File: src/rtl/dbg_regfile_ctrl_if.sv
// Debug host command channel for dbg_regfile_ctrl.
// The host side (vJTAG front-end) drives a level request with command fields
// held stable until the controller returns a one-cycle ack with read data and
// an error flag.
interface dbg_regfile_ctrl_if #(
  parameter int XLEN = 8
);
  logic            dbg_req;
  logic            dbg_we;
  logic [4:0]      dbg_addr;
  logic [XLEN-1:0] dbg_wdata;
  logic            dbg_resume;
  logic            dbg_ack;
  logic [XLEN-1:0] dbg_rdata;
  logic            dbg_err;

  modport master (
    output dbg_req, dbg_we, dbg_addr, dbg_wdata, dbg_resume,
    input  dbg_ack, dbg_rdata, dbg_err
  );

  modport slave (
    input  dbg_req, dbg_we, dbg_addr, dbg_wdata, dbg_resume,
    output dbg_ack, dbg_rdata, dbg_err
  );
endinterface

File: src/rtl/dbg_regfile_ctrl.sv
// Debug-side controller for the 32-entry core register file.
// Halts the core on a debug command, borrows the regfile ports for exactly one
// cycle, returns the result, and keeps the core halted until the host resumes.
// Optional feature macro: DBG_WRITE_EN -- when defined, debug write commands
// update the regfile; when undefined they are acknowledged with an error.
module dbg_regfile_ctrl #(
  parameter int XLEN         = 8,
  parameter int HALT_TIMEOUT = 255
) (
  input  logic              clk,
  input  logic              rst_n,
  dbg_regfile_ctrl_if.slave dbg,
  output logic              core_halt_req,
  input  logic              core_halted,
  input  logic [4:0]        core_rf_raddr,
  output logic [XLEN-1:0]   core_rf_rdata,
  input  logic              core_rf_we,
  input  logic [4:0]        core_rf_waddr,
  input  logic [XLEN-1:0]   core_rf_wdata,
  output logic [4:0]        rf_raddr,
  input  logic [XLEN-1:0]   rf_rdata,
  output logic              rf_we,
  output logic [4:0]        rf_waddr,
  output logic [XLEN-1:0]   rf_wdata
);

`ifdef DBG_WRITE_EN
  localparam bit WRITE_ENABLED = 1'b1;
`else
  localparam bit WRITE_ENABLED = 1'b0;
`endif

  localparam logic [7:0] TIMEOUT_CNT = 8'(HALT_TIMEOUT);

  typedef enum logic [2:0] {
    IDLE,
    HALTING,
    HALTED,
    ACCESS,
    RESP
  } state_t;

  state_t          state;
  logic [7:0]      halt_cnt;
  logic            timed_out;
  logic            ack_q;
  logic            err_q;
  logic [XLEN-1:0] rdata_q;

  // Command sequencer: halt, one-cycle access, registered response, resume.
  always_ff @(posedge clk) begin
    if (!rst_n) begin
      state         <= IDLE;
      halt_cnt      <= '0;
      timed_out     <= 1'b0;
      core_halt_req <= 1'b0;
      ack_q         <= 1'b0;
      err_q         <= 1'b0;
      rdata_q       <= '0;
    end else begin
      ack_q <= 1'b0;
      err_q <= 1'b0;
      case (state)
        IDLE: begin
          if (dbg.dbg_req) begin
            state         <= HALTING;
            core_halt_req <= 1'b1;
            halt_cnt      <= '0;
          end
        end
        HALTING: begin
          if (core_halted) begin
            state <= ACCESS;
          end else if (halt_cnt == TIMEOUT_CNT) begin
            state         <= RESP;
            ack_q         <= 1'b1;
            err_q         <= 1'b1;
            core_halt_req <= 1'b0;
            timed_out     <= 1'b1;
          end else begin
            halt_cnt <= halt_cnt + 8'd1;
          end
        end
        HALTED: begin
          if (dbg.dbg_req) begin
            state <= ACCESS;
          end else if (dbg.dbg_resume) begin
            state         <= IDLE;
            core_halt_req <= 1'b0;
          end
        end
        ACCESS: begin
          state <= RESP;
          ack_q <= 1'b1;
          if (dbg.dbg_we) begin
            err_q <= ~WRITE_ENABLED;
          end else begin
            rdata_q <= (dbg.dbg_addr == 5'd0) ? '0 : rf_rdata;
          end
        end
        RESP: begin
          state     <= timed_out ? IDLE : HALTED;
          timed_out <= 1'b0;
        end
        default: state <= IDLE;
      endcase
    end
  end

  // Regfile port mux: debug owns both ports only during ACCESS, x0 is never written.
  always_comb begin
    rf_raddr = core_rf_raddr;
    rf_we    = core_rf_we;
    rf_waddr = core_rf_waddr;
    rf_wdata = core_rf_wdata;
    if (state == ACCESS) begin
      rf_raddr = dbg.dbg_addr;
      rf_waddr = dbg.dbg_addr;
      rf_wdata = dbg.dbg_wdata;
      rf_we    = WRITE_ENABLED && dbg.dbg_we && (dbg.dbg_addr != 5'd0);
    end
  end

  assign core_rf_rdata = rf_rdata;
  assign dbg.dbg_ack   = ack_q;
  assign dbg.dbg_err   = err_q;
  assign dbg.dbg_rdata = rdata_q;

endmodule

File: src/flat_wrapper.sv
// flat-port wrapper written by rule: the top's interface ports become plain ports
module dbg_regfile_ctrl_flat 
#(
  parameter int XLEN         = 8,
  parameter int HALT_TIMEOUT = 255
)
  (clk, rst_n, core_halt_req, core_halted, core_rf_raddr, core_rf_rdata, core_rf_we, core_rf_waddr, core_rf_wdata, rf_raddr, rf_rdata, rf_we, rf_waddr, rf_wdata, dbg_dbg_req, dbg_dbg_we, dbg_dbg_addr, dbg_dbg_wdata, dbg_dbg_resume, dbg_dbg_ack, dbg_dbg_rdata, dbg_dbg_err);
  dbg_regfile_ctrl_if #(.XLEN(XLEN)) dbg_i ();
  input  logic clk;
  input  logic rst_n;
  output logic core_halt_req;
  input  logic core_halted;
  input  logic [4:0] core_rf_raddr;
  output logic [XLEN-1:0] core_rf_rdata;
  input  logic core_rf_we;
  input  logic [4:0] core_rf_waddr;
  input  logic [XLEN-1:0] core_rf_wdata;
  output logic [4:0] rf_raddr;
  input  logic [XLEN-1:0] rf_rdata;
  output logic rf_we;
  output logic [4:0] rf_waddr;
  output logic [XLEN-1:0] rf_wdata;
  input wire logic [$bits(dbg_i.dbg_req)-1:0] dbg_dbg_req;
  input wire logic [$bits(dbg_i.dbg_we)-1:0] dbg_dbg_we;
  input wire logic [$bits(dbg_i.dbg_addr)-1:0] dbg_dbg_addr;
  input wire logic [$bits(dbg_i.dbg_wdata)-1:0] dbg_dbg_wdata;
  input wire logic [$bits(dbg_i.dbg_resume)-1:0] dbg_dbg_resume;
  output wire logic [$bits(dbg_i.dbg_ack)-1:0] dbg_dbg_ack;
  output wire logic [$bits(dbg_i.dbg_rdata)-1:0] dbg_dbg_rdata;
  output wire logic [$bits(dbg_i.dbg_err)-1:0] dbg_dbg_err;
  assign dbg_i.dbg_req = dbg_dbg_req;
  assign dbg_i.dbg_we = dbg_dbg_we;
  assign dbg_i.dbg_addr = dbg_dbg_addr;
  assign dbg_i.dbg_wdata = dbg_dbg_wdata;
  assign dbg_i.dbg_resume = dbg_dbg_resume;
  assign dbg_dbg_ack = dbg_i.dbg_ack;
  assign dbg_dbg_rdata = dbg_i.dbg_rdata;
  assign dbg_dbg_err = dbg_i.dbg_err;
  dbg_regfile_ctrl #(.XLEN(XLEN), .HALT_TIMEOUT(HALT_TIMEOUT)) u_core (.clk(clk), .rst_n(rst_n), .dbg(dbg_i), .core_halt_req(core_halt_req), .core_halted(core_halted), .core_rf_raddr(core_rf_raddr), .core_rf_rdata(core_rf_rdata), .core_rf_we(core_rf_we), .core_rf_waddr(core_rf_waddr), .core_rf_wdata(core_rf_wdata), .rf_raddr(rf_raddr), .rf_rdata(rf_rdata), .rf_we(rf_we), .rf_waddr(rf_waddr), .rf_wdata(rf_wdata));
endmodule
File: config.mk
export PLATFORM = sky130hd
export DESIGN_NAME = dbg_regfile_ctrl_flat
export DESIGN_NICKNAME = d
export VERILOG_FILES = /design/src/rtl/dbg_regfile_ctrl_if.sv /design/src/rtl/dbg_regfile_ctrl.sv /design/src/flat_wrapper.sv
export SDC_FILE = /design/constraint.sdc
export NUM_CORES = 1
export LEC_CHECK = 0
export BUFFER_PORTS_ARGS = -buffer_cell sky130_fd_sc_hd__clkbuf_2
export CAP_MARGIN = 20
export CORE_ASPECT_RATIO = 1.25
export CORE_MARGIN = 2
export CORE_UTILIZATION = 38
export CTS_CLUSTER_DIAMETER = 120
export DETAILED_ROUTE_END_ITERATION = 8
export PLACE_DENSITY = 0.76
export REMOVE_ABC_BUFFERS = 1
export SLEW_MARGIN = 15
export SYNTH_ARGS = -nofsm -noshare
export SYNTH_HDL_FRONTEND = slang
export SYNTH_SLANG_ARGS = --single-unit
File: constraint.sdc
create_clock -name clk -period 1.8 [get_ports clk]
set_input_delay 0.18 -clock clk [delete_from_list [all_inputs] [get_ports clk]]
set_output_delay 0.18 -clock clk [all_outputs]
set_load 0.01 [all_outputs]
Word-level counts from Yosys, hierarchy flattened
Index checks and enable logic that the tools add are counted. Widths: inputs -> output; s select.

Bitwise gates (word level): 1. $mul: 0. Div/mod/pow operators: 0. Muxes and demuxes: 30. Order comparisons: 0. Add/sub/neg operators: 1. Shifts and indexed selects: 0. Reduce and logical (&&, ||, !) cells: 10. Eq/ne operators: 13.

Operators by type and width (count): $mux 8 (5); $pmux 8 s2 (1); $mux 3 (5); $pmux 3 s5 (1); $mux 1 (11); $mux 5 (2); $ne 2x2->1 const B (5); $add 8x1->8 const B (1); $eq 8x8->1 const B (1); $eq 3x2->1 const B (2); $pmux 1 s2 (3); $reduce_and 3->1 (2); $reduce_and 6->1 (1); $logic_not 5->1 (1); $reduce_and 4->1 (1); $reduce_bool 2->1 (2); $eq 3x1->1 const B (1); $eq 3x3->1 const B (1); $logic_not 3->1 (1); $ne 3x2->1 const B (1); $ne 3x3->1 const B (1); $pmux 1 s3 (1); $reduce_bool 3->1 (1); $mux 2 (1); other kinds (3) (3).

Input port bits: 46. Flip-flop bits (word level): 23. Bits in writable memories: 0. ROM bits: 0. Output and inout bits: 38. Memories: 0. Logic and storage cells: 62. Latch bits: 0.

Longest topological paths before layout
Gate-level depths: netlist of the first run.

Word-level depth: 4. Mapped depth: 6. Depth with buffers taken out: 5.

Worst setup path after synthesis of the first run
Ideal clock, no wire load.

Path kind: reg2reg. From: register u_core.state[2]. To: register u_core.halt_cnt[7]. Path buffers: 1. Required time: 1724 ps. Arrival time: 1569 ps. Path slack: 156 ps. Stages on the path, launching flop included: 5. Period minus slack after synthesis: 1644 ps. Setup time: 76 ps. Cell sequence: dfxtp_1 > buf_6 > or4b_4 > or4_1 > a31oi_1.

Word-level cells in the longest chain between the ends: 3. Elaborated cells between the ends (all ways): 8.

RTL lines: start, declared (RTL line dbg_regfile_ctrl.sv:43) `state_t state;`; start signal, assigned (RTL line dbg_regfile_ctrl.sv:102) `state <= timed_out ? IDLE : HALTED;`; $eq 3x1->1 or $logic_not 3->1 (tied branches) (RTL line dbg_regfile_ctrl.sv:63) `case (state)`; $ne 2x2->1 (no line) or $reduce_bool 2->1 (tied branches); $reduce_and 4->1 (no line); end signal, assigned (RTL line dbg_regfile_ctrl.sv:81) `halt_cnt <= halt_cnt + 8'd1;`; end, declared (RTL line dbg_regfile_ctrl.sv:44) `logic [7:0] halt_cnt;`.

Several ways; a longest one is shown, not always the timed one. A chain may end at the register's enable or synchronous reset.

Worst setup path in the final report of the first run
From: register u_core.state[2]. To: output port rf_raddr[1].

Word-level cells in the longest chain between the ends: 2.

RTL lines: $eq 3x2->1 (RTL line dbg_regfile_ctrl.sv:116) `if (state == ACCESS) begin`; $mux 5 (RTL line dbg_regfile_ctrl.sv:116); end, declared (RTL line flat_wrapper.sv:18) `output logic [4:0] rf_raddr;`.

No other way between the ends.

==> results of run 1 <==
==> layout make-up <==
type,instances,area [um^2]
clock buffer,3,41.3
clock inverter,1,5.00
fill,335,1450
inverter,3,11.3
multi-input combinational,140,739
sequential,23,460
tap,37,46.3
timing repair buffer,94,498
==> through the flow <==
stage	hold slack, ns	area, um^2	util [%]	setup WS (ns)	cells
2_1_floorplan	0.296	1210	-	0.169	166
3_3_place_gp	0.431	1750	53.9	0.217	297
3_5_place_dp	0.428	1750	53.9	0.169	297
4_1_cts	0.149	1800	55.4	0.0338	301
5_1_grt	0.157	1800	55.4	0.00327	301
6_report	0.158	1800	55.4	0.0967	301
==> routing by layer <==
metal,vias up,track usage (%),wire length [um]
met1,647,20.9,1500
met4,0,6.35,61
li1,793,-,-
met2,62,34.6,1790
met5,-,0,0
met3,6,3.54,290
==> placed cells by master (no fill, tap or decap), types with 2 or more instances in the layout <==
cell type and n:
o21a_1 2, a311oi_1 2, nor4b_1 2, buf_4 11
inv_1 2, or4_1 2, o211ai_1 2, nand2_1 60
nand4_1 4, nand2b_1 2, a31oi_1 3, clkbuf_8 3
nor2_1 11, nand3b_1 3, and3_1 2, nand3_1 7
a21oi_1 12, clkbuf_2 83, dfxtp_1 23, a22oi_1 8
==> state kept, by name, summed over array words and instances (netlist names) <==
signal,flops
u_core.dbg.dbg_rdata,8
u_core.state,3
u_core.dbg.dbg_ack,1
u_core.core_halt_req,1
u_core.timed_out,1
u_core.dbg.dbg_err,1
u_core.halt_cnt,8
==> report_power, final <==
| group | total (mW) | internal [mW] | switching [mW] |
|---|---|---|---|
| combinational | 0.271 | 0.128 | 0.143 |
| sequential | 0.530 | 0.520 | 0.0101 |
| clock | 0.310 | 0.154 | 0.156 |
==> critical path, stage by stage (launching register included) <==
cell and delay (ns):
dfxtp_1 0.40, buf_4 0.17, and3b_2 0.25, buf_4 0.18
nand2_1 0.08, nand2_1 0.05, clkbuf_2 0.12
==> worst paths after layout <==
kind                                 start                           endpoint  depth (start not counted)
max           u_core.state[2]$_SDFFE_PN0P_                        rf_raddr[1]                          6
min                             dbg_dbg_we      u_core.dbg.dbg_err$_SDFF_PN0_                          3
max reg2reg   u_core.state[1]$_SDFFE_PN0P_  u_core.core_halt_req$_SDFFE_PN0P_                          4
min reg2reg  u_core.timed_out$_SDFFE_PN0P_      u_core.timed_out$_SDFFE_PN0P_                          2
==> cells by family (layout without fill, tap and decap cells) <==
kind of cell / count (synthesis) / after routing / share of synthesized area, %
AO/OA/AOI/OAI: 36 / 36 / 17.8
adder cells (fa/ha/maj): 1 / 1 / 0.950
buffers and inverters: 21 / 101 / 9.02
flip-flops: 23 / 23 / 34.9
multiplexers: 1 / 1 / 0.760
AND/OR/NAND/NOR: 102 / 102 / 36.6
==> flow_summary.ini, run 1 <==
[clock_tree]
clk_latency_ns = 0.26
postCtsHoldBufs = 0
tritoncts = built
cts-root-buf = clkbuf_8
cts.sinks = 23
clock_path_buffers = 2
htreeDepth = 1
cts-resized-gates = 0
path_clk_slew_ns = 0.08
post-cts-setup-buffers = 0
cts_buffers = 3

[critical_path]
ff2ff_setup_slack_ns = 0.16
startpoint_type = flop
path_class = flop to primary output
cp_data_required_time_ns = 1.62
cp.arrival_ns = 1.52
cp_max_fo = 9
cp-end-kind = primary output

[detailed_routing]
via_per_inst = 5.01
drcViolationCount = 0
final_antenna_net_count = 0
drt_iter0_drc = 54
firstDrtPassIters = 4
wl_mm = 3.64
wl_per_cell_um = 12.1
vias = 1508

[synthesis]
yosysUniqueCellTypes = 40
synth_cells = 184
synthMostInstantiatedCell = nand2_1
yosys_register_bits = 23
synth_area_leader_cell = dfxtp_1
synth_commonest_cells = nand2_1, dfxtp_1, a21oi_1, nor2_1
synth_ff_type = dfxtp_1
syn_avg_cell_area_um2 = 7.16
yosysWarnings = 0
synth_edf_count = 0
syn_area_um2 = 1320
netlist_top_cells_area = dfxtp_1, nand2_1, a21oi_1
synthArstFlopShare_pct = 0
ys_seq_area_share_pct = 34.9
synth_top_area_share_pct = 34.9

[timing]
max_clock_freq_mhz = 587
hold_violations = 0
layout_min_cycle_time_ns = 1.70
fin_skew_ns = 0.000658
layout_worst_path_cycle_share_pct = 94.6
setup_tns_ns = 0
max_slew_margin_pct = 58.5
tightest_slew_ns = 0.623
drv_slew = 0
setup-violations-final = 0
grt_setup_unrepaired = no

[grt]
grt_pass1_wl_mm = 6.11
antenna_found_initial = 0
overflow = 0
grt_pass1_vias = 1389
grt_max_degree = 22
grt_usage_pct = 18.7

[placed_design]
dp_hpwl_mm = 2.88
place_congestion = 0.881
port_buffers = 83

[die]
die_h_um = 69.8
start_util_pct = 40.5
die_area_um2 = 3960
die_w_um = 56.7
rows = 23
ios = 84
design.core.area_um2 = 3250

[status]
status = complete, no violations

[min_path]
worst_hold_path_type = input pin to flop

[pwr]
p_per_area_nw_per_um2 = 617
ir_worst_vdd_uv = 321
power_mw = 1.11
power.leakage_nw = 0.915

[final_layout]
antenna_cells = 0
syn_to_final_growth_pct = 36.8
finalNetCount = 312
drive_above_1_share_pct = 38.3

[flow_run]
timing.max_cap.violations = 0
(Power assumes the default switching activity.)
==> run 2: changes to the inputs <==
--- a/config.mk
+++ b/config.mk
@@ -12,7 +12,7 @@
 export CORE_UTILIZATION = 38
 export CTS_CLUSTER_DIAMETER = 120
 export DETAILED_ROUTE_END_ITERATION = 8
-export PLACE_DENSITY = 0.76
+export PLACE_DENSITY = 0.84
 export REMOVE_ABC_BUFFERS = 1
 export SLEW_MARGIN = 15
 export SYNTH_ARGS = -nofsm -noshare
==> run 2 against run 1 <==
Against the previous run:
- cell count did not move
- count of clock-buffer cells in the layout unchanged
- clock skew is 0.0010 ns higher
- worst setup slack better by 0.050 ns
- routed wire length fell by 2.2%
- core utilization hardly changed
- critical path depth fell by 3
- worst hold slack improved by 0.0081 ns
- die area unchanged
==> flow_summary.ini, run 2 (synthesized netlist as in run 1, its figures left out) <==
[status]
status = complete, no violations

[timing]
drv_slew = 0
layout_worst_path_cycle_share_pct = 91.9
tightest_slew_ns = 0.512
setup-violations-final = 0
max_clock_freq_mhz = 605
setup_tns_ns = 0
grt_setup_unrepaired = no
layout_min_cycle_time_ns = 1.65
hold_ws_ns = 0.166
hold_violations = 0
max_slew_margin_pct = 65.0
fin_skew_ns = 0.00166

[die]
die_w_um = 56.7
rows = 23
start_util_pct = 40.5
ios = 84
die_h_um = 69.8
design.core.area_um2 = 3250
die_area_um2 = 3960

[clock_tree]
clk_latency_ns = 0.26
cts-resized-gates = 0
cts-root-buf = clkbuf_8
cts_buffers = 3
postCtsHoldBufs = 0
path_clk_slew_ns = 0.08
clock_path_buffers = 2
tritoncts = built
htreeDepth = 1
post-cts-setup-buffers = 0
cts.sinks = 23

[grt]
overflow = 0
grt_pass1_vias = 1374
grt_pass1_wl_mm = 5.84
grt_max_degree = 22
grt_usage_pct = 17.5
antenna_found_initial = 0

[critical_path]
cp_max_fo = 8
path_class = flop to flop
crit_slowest_cell = or4b_4
cp.arrival_ns = 1.84
cp_data_required_time_ns = 1.99
crit_family = simple AND/OR/NAND/NOR gates
cp-end-kind = flop
worstPathCellList = or4b_4 -> or4_1 -> a31oi_1
cp.buffers_inverters = 0
startpoint_type = flop
slowest_delay_ns = 0.57

[placed_design]
dp.cells = 297
port_buffers = 83
dp_hpwl_mm = 2.85
place_congestion = 0.895
placed_cell_area_um2 = 1750

[final_layout]
antenna_cells = 0
finalNetCount = 312
fin_cells = 301
final_cell_area_um2 = 1800
layout_common_cells = clkbuf_2, nand2_1, dfxtp_1
syn_to_final_growth_pct = 36.7
finish.utilization_pct = 55.4
drive_above_1_share_pct = 37.9
final_common_cell = clkbuf_2

[flow_run]
timing.max_cap.violations = 0

[detailed_routing]
via_per_inst = 5.14
wl_per_cell_um = 11.8
topRoutingLayerUsed = met4
vias = 1546
route.met3.wl_um = 303
firstDrtPassIters = 5
drt-met1-wl_mm = 1.44
drcViolationCount = 0
drt_iter0_drc = 73
final_antenna_net_count = 0
met2_length_mm = 1.80
wl_mm = 3.56

[pwr]
power.leakage_nw = 0.916
ir_worst_vdd_uv = 426
p_per_area_nw_per_um2 = 616

[min_path]
worst_hold_path_type = input pin to flop
[run 2: changes by cell type in the layout (fill, tap and decap cells not counted)]
cell and delta:
and3b_1 +1, and3b_2 -1
[run 2: worst reg2reg max path, cell delays in order, from the launching register on]
cell     delay, ns
dfxtp_1       0.37
or4b_4        0.57
or4_1         0.47
a31oi_1       0.18
[run 2: cell type report]
cell class	instances	area [um^2]
fillers	304	1450
multi-input cells	140	738
repair buffers	94	498
flip-flops and latches	23	460
well taps	37	46.3
clock buffers	3	41.3
inverters	3	11.3
clock inverters	1	5.00
[run 2: where the power goes]
part,total [mW],switching [mW],internal (mW)
Combinational,0.267,0.141,0.125
Clock,0.312,0.158,0.154
Sequential,0.531,0.0102,0.520
Total,1.11,0.309,0.800
[run 2: path summary, 6_finish.rpt]
path                                      start                         endpoint  slack [ns]  cells past startpoint
setup / recovery   u_core.state[2]$_SDFFE_PN0P_  u_core.halt_cnt[7]$_SDFFE_PN0P_        0.15                      3
hold / removal                       dbg_dbg_we    u_core.dbg.dbg_err$_SDFF_PN0_        0.17                      3
setup reg to reg   u_core.state[2]$_SDFFE_PN0P_  u_core.halt_cnt[7]$_SDFFE_PN0P_        0.15                      3
hold reg to reg   u_core.timed_out$_SDFFE_PN0P_    u_core.timed_out$_SDFFE_PN0P_        0.46                      2
[run 2: routing by layer]
metal	vias to the layer above	track usage, %
met1	689	20.0
met2	59	33.1
met4	0	3.17
met5	-	0
met3	4	3.17
li1	794	-
[run 2: stage by stage]
step,power (mW),worst slack (ns)
3_5_place_dp,0.811,0.160
5_1_grt,1.17,0.0444
4_1_cts,1.12,0.153
2_1_floorplan,0.661,0.169
3_3_place_gp,0.806,0.205
6_report,1.11,0.146
==> run 3: changes to the inputs <==
--- a/config.mk
+++ b/config.mk
@@ -5,7 +5,7 @@
 export SDC_FILE = /design/constraint.sdc
 export NUM_CORES = 1
 export LEC_CHECK = 0
-export BUFFER_PORTS_ARGS = -buffer_cell sky130_fd_sc_hd__clkbuf_2
+export BUFFER_PORTS_ARGS = -buffer_cell sky130_fd_sc_hd__buf_4
 export CAP_MARGIN = 20
 export CORE_ASPECT_RATIO = 1.25
 export CORE_MARGIN = 2
==> run 3 against run 2 <==
Against the previous run:
- maximum frequency shrank 1.5%
- non-clock buffer count shrank 2
- combinational power grew 18%
- power grew 5.4%
- sequential power is essentially flat
- highest routed layer unchanged
==> flow_summary.ini, run 3 (synthesized netlist as in run 1, its figures left out) <==
[clock_tree]
cts.sinks = 23
htreeDepth = 1
cts_buffers = 3
post-cts-setup-buffers = 0
tritoncts = built
path_clk_slew_ns = 0.08
postCtsHoldBufs = 0
clk_latency_ns = 0.27
cts-resized-gates = 0
cts-root-buf = clkbuf_8
clock_path_buffers = 2

[final_layout]
drive_above_1_share_pct = 37.4
final_common_cell = buf_4
fin_cells = 299
finish.utilization_pct = 61.3
layout_common_cells = buf_4, nand2_1, dfxtp_1
syn_to_final_growth_pct = 51.3
final_cell_area_um2 = 1990
antenna_cells = 0
finalNetCount = 310

[detailed_routing]
via_per_inst = 5.14
firstDrtPassIters = 4
drt_iter0_drc = 84
drcViolationCount = 0
wl_per_cell_um = 12.3
vias = 1538
final_antenna_net_count = 0
wl_mm = 3.68

[timing]
hold_violations = 0
max_clock_freq_mhz = 595
max_slew_margin_pct = 61.3
postLayoutSetupSlackWorst_ns = 0.120
tightest_slew_ns = 0.580
layout_worst_path_cycle_share_pct = 93.3
drv_slew = 0
grt_setup_unrepaired = no
layout_min_cycle_time_ns = 1.68
setup_tns_ns = 0
setup-violations-final = 0
fin_skew_ns = 0.00108

[critical_path]
worstSetupStartpoint = u_core.state[0]$_SDFFE_PN0P_
cp.arrival_ns = 1.83
worstPathCellList = or4b_4 -> or3_1 -> nand4_1 -> a21oi_1
slowest_delay_ns = 0.51
reg2reg_from = u_core.state[0]$_SDFFE_PN0P_
cp-end-kind = flop
crit_family = simple AND/OR/NAND/NOR gates
startpoint_type = flop
cp_data_required_time_ns = 1.95
crit_slowest_cell = or4b_4
cp.buffers_inverters = 0
cp_max_fo = 9
path_class = flop to flop

[min_path]
hp-start = rf_rdata[1]
worst_hold_path_type = input pin to flop

[flow_run]
timing.max_cap.violations = 0

[pwr]
power.leakage_nw = 0.961
ir_worst_vdd_uv = 380
p_per_area_nw_per_um2 = 586

[grt]
grt_pass1_vias = 1377
overflow = 0
antenna_found_initial = 0
grt_usage_pct = 19.0
grt_pass1_wl_mm = 6.12
grt_max_degree = 22

[die]
die_w_um = 56.7
rows = 23
start_util_pct = 40.5
die_h_um = 69.8
ios = 84
design.core.area_um2 = 3250
die_area_um2 = 3960

[placed_design]
dp_hpwl_mm = 2.89
place_congestion = 0.828
dp.cells = 295
placed_cell_area_um2 = 1950
pre_cts_slack_ns = 0.137
port_buffers = 83

[status]
status = complete, no violations
run 3: final timing paths:
path,slack (ns),cells past startpoint,to
min,0.16,3,u_core.dbg.dbg_rdata[1]$_SDFFE_PN0P_
min reg2reg,0.50,2,u_core.timed_out$_SDFFE_PN0P_
max,0.12,4,u_core.core_halt_req$_SDFFE_PN0P_
max reg2reg,0.12,4,u_core.core_halt_req$_SDFFE_PN0P_
run 3: worst register-to-register path, stage by stage, from the launching register on:
cell	delay, ns
dfxtp_1	0.46
or4b_4	0.51
or3_1	0.40
nand4_1	0.12
a21oi_1	0.07
run 3: per-stage QoR:
step | power [mW] | hold WS [ns]
floorplan | 0.661 | 0.296
detailed placement | 0.861 | 0.434
global route | 1.23 | 0.161
finish | 1.17 | 0.156
CTS | 1.18 | 0.149
global placement | 0.857 | 0.430
run 3: cell type report:
| cell class | count | area [um^2] |
|---|---|---|
| clock buffer | 3 | 41.3 |
| clock inverter | 1 | 5.00 |
| fill | 284 | 1260 |
| inverter | 3 | 11.3 |
| multi-input combinational | 140 | 738 |
| sequential | 23 | 460 |
| tap | 37 | 46.3 |
| timing repair buffer | 92 | 691 |
run 3: metal layers:
metal | wire, um | vias to the layer above | global-route usage [%]
li1 | - | 786 | -
met2 | 1750 | 70 | 31.8
met3 | 352 | 5 | 3.92
met1 | 1510 | 677 | 23.2
met4 | 62 | 0 | 7.94
met5 | 0 | - | 0
run 3: power breakdown:
part,switching [mW],leakage (nW),internal [mW]
registers,0.0119,0.186,0.520
clock network,0.166,0.0255,0.155
logic,0.141,0.750,0.175
total,0.319,0.961,0.850
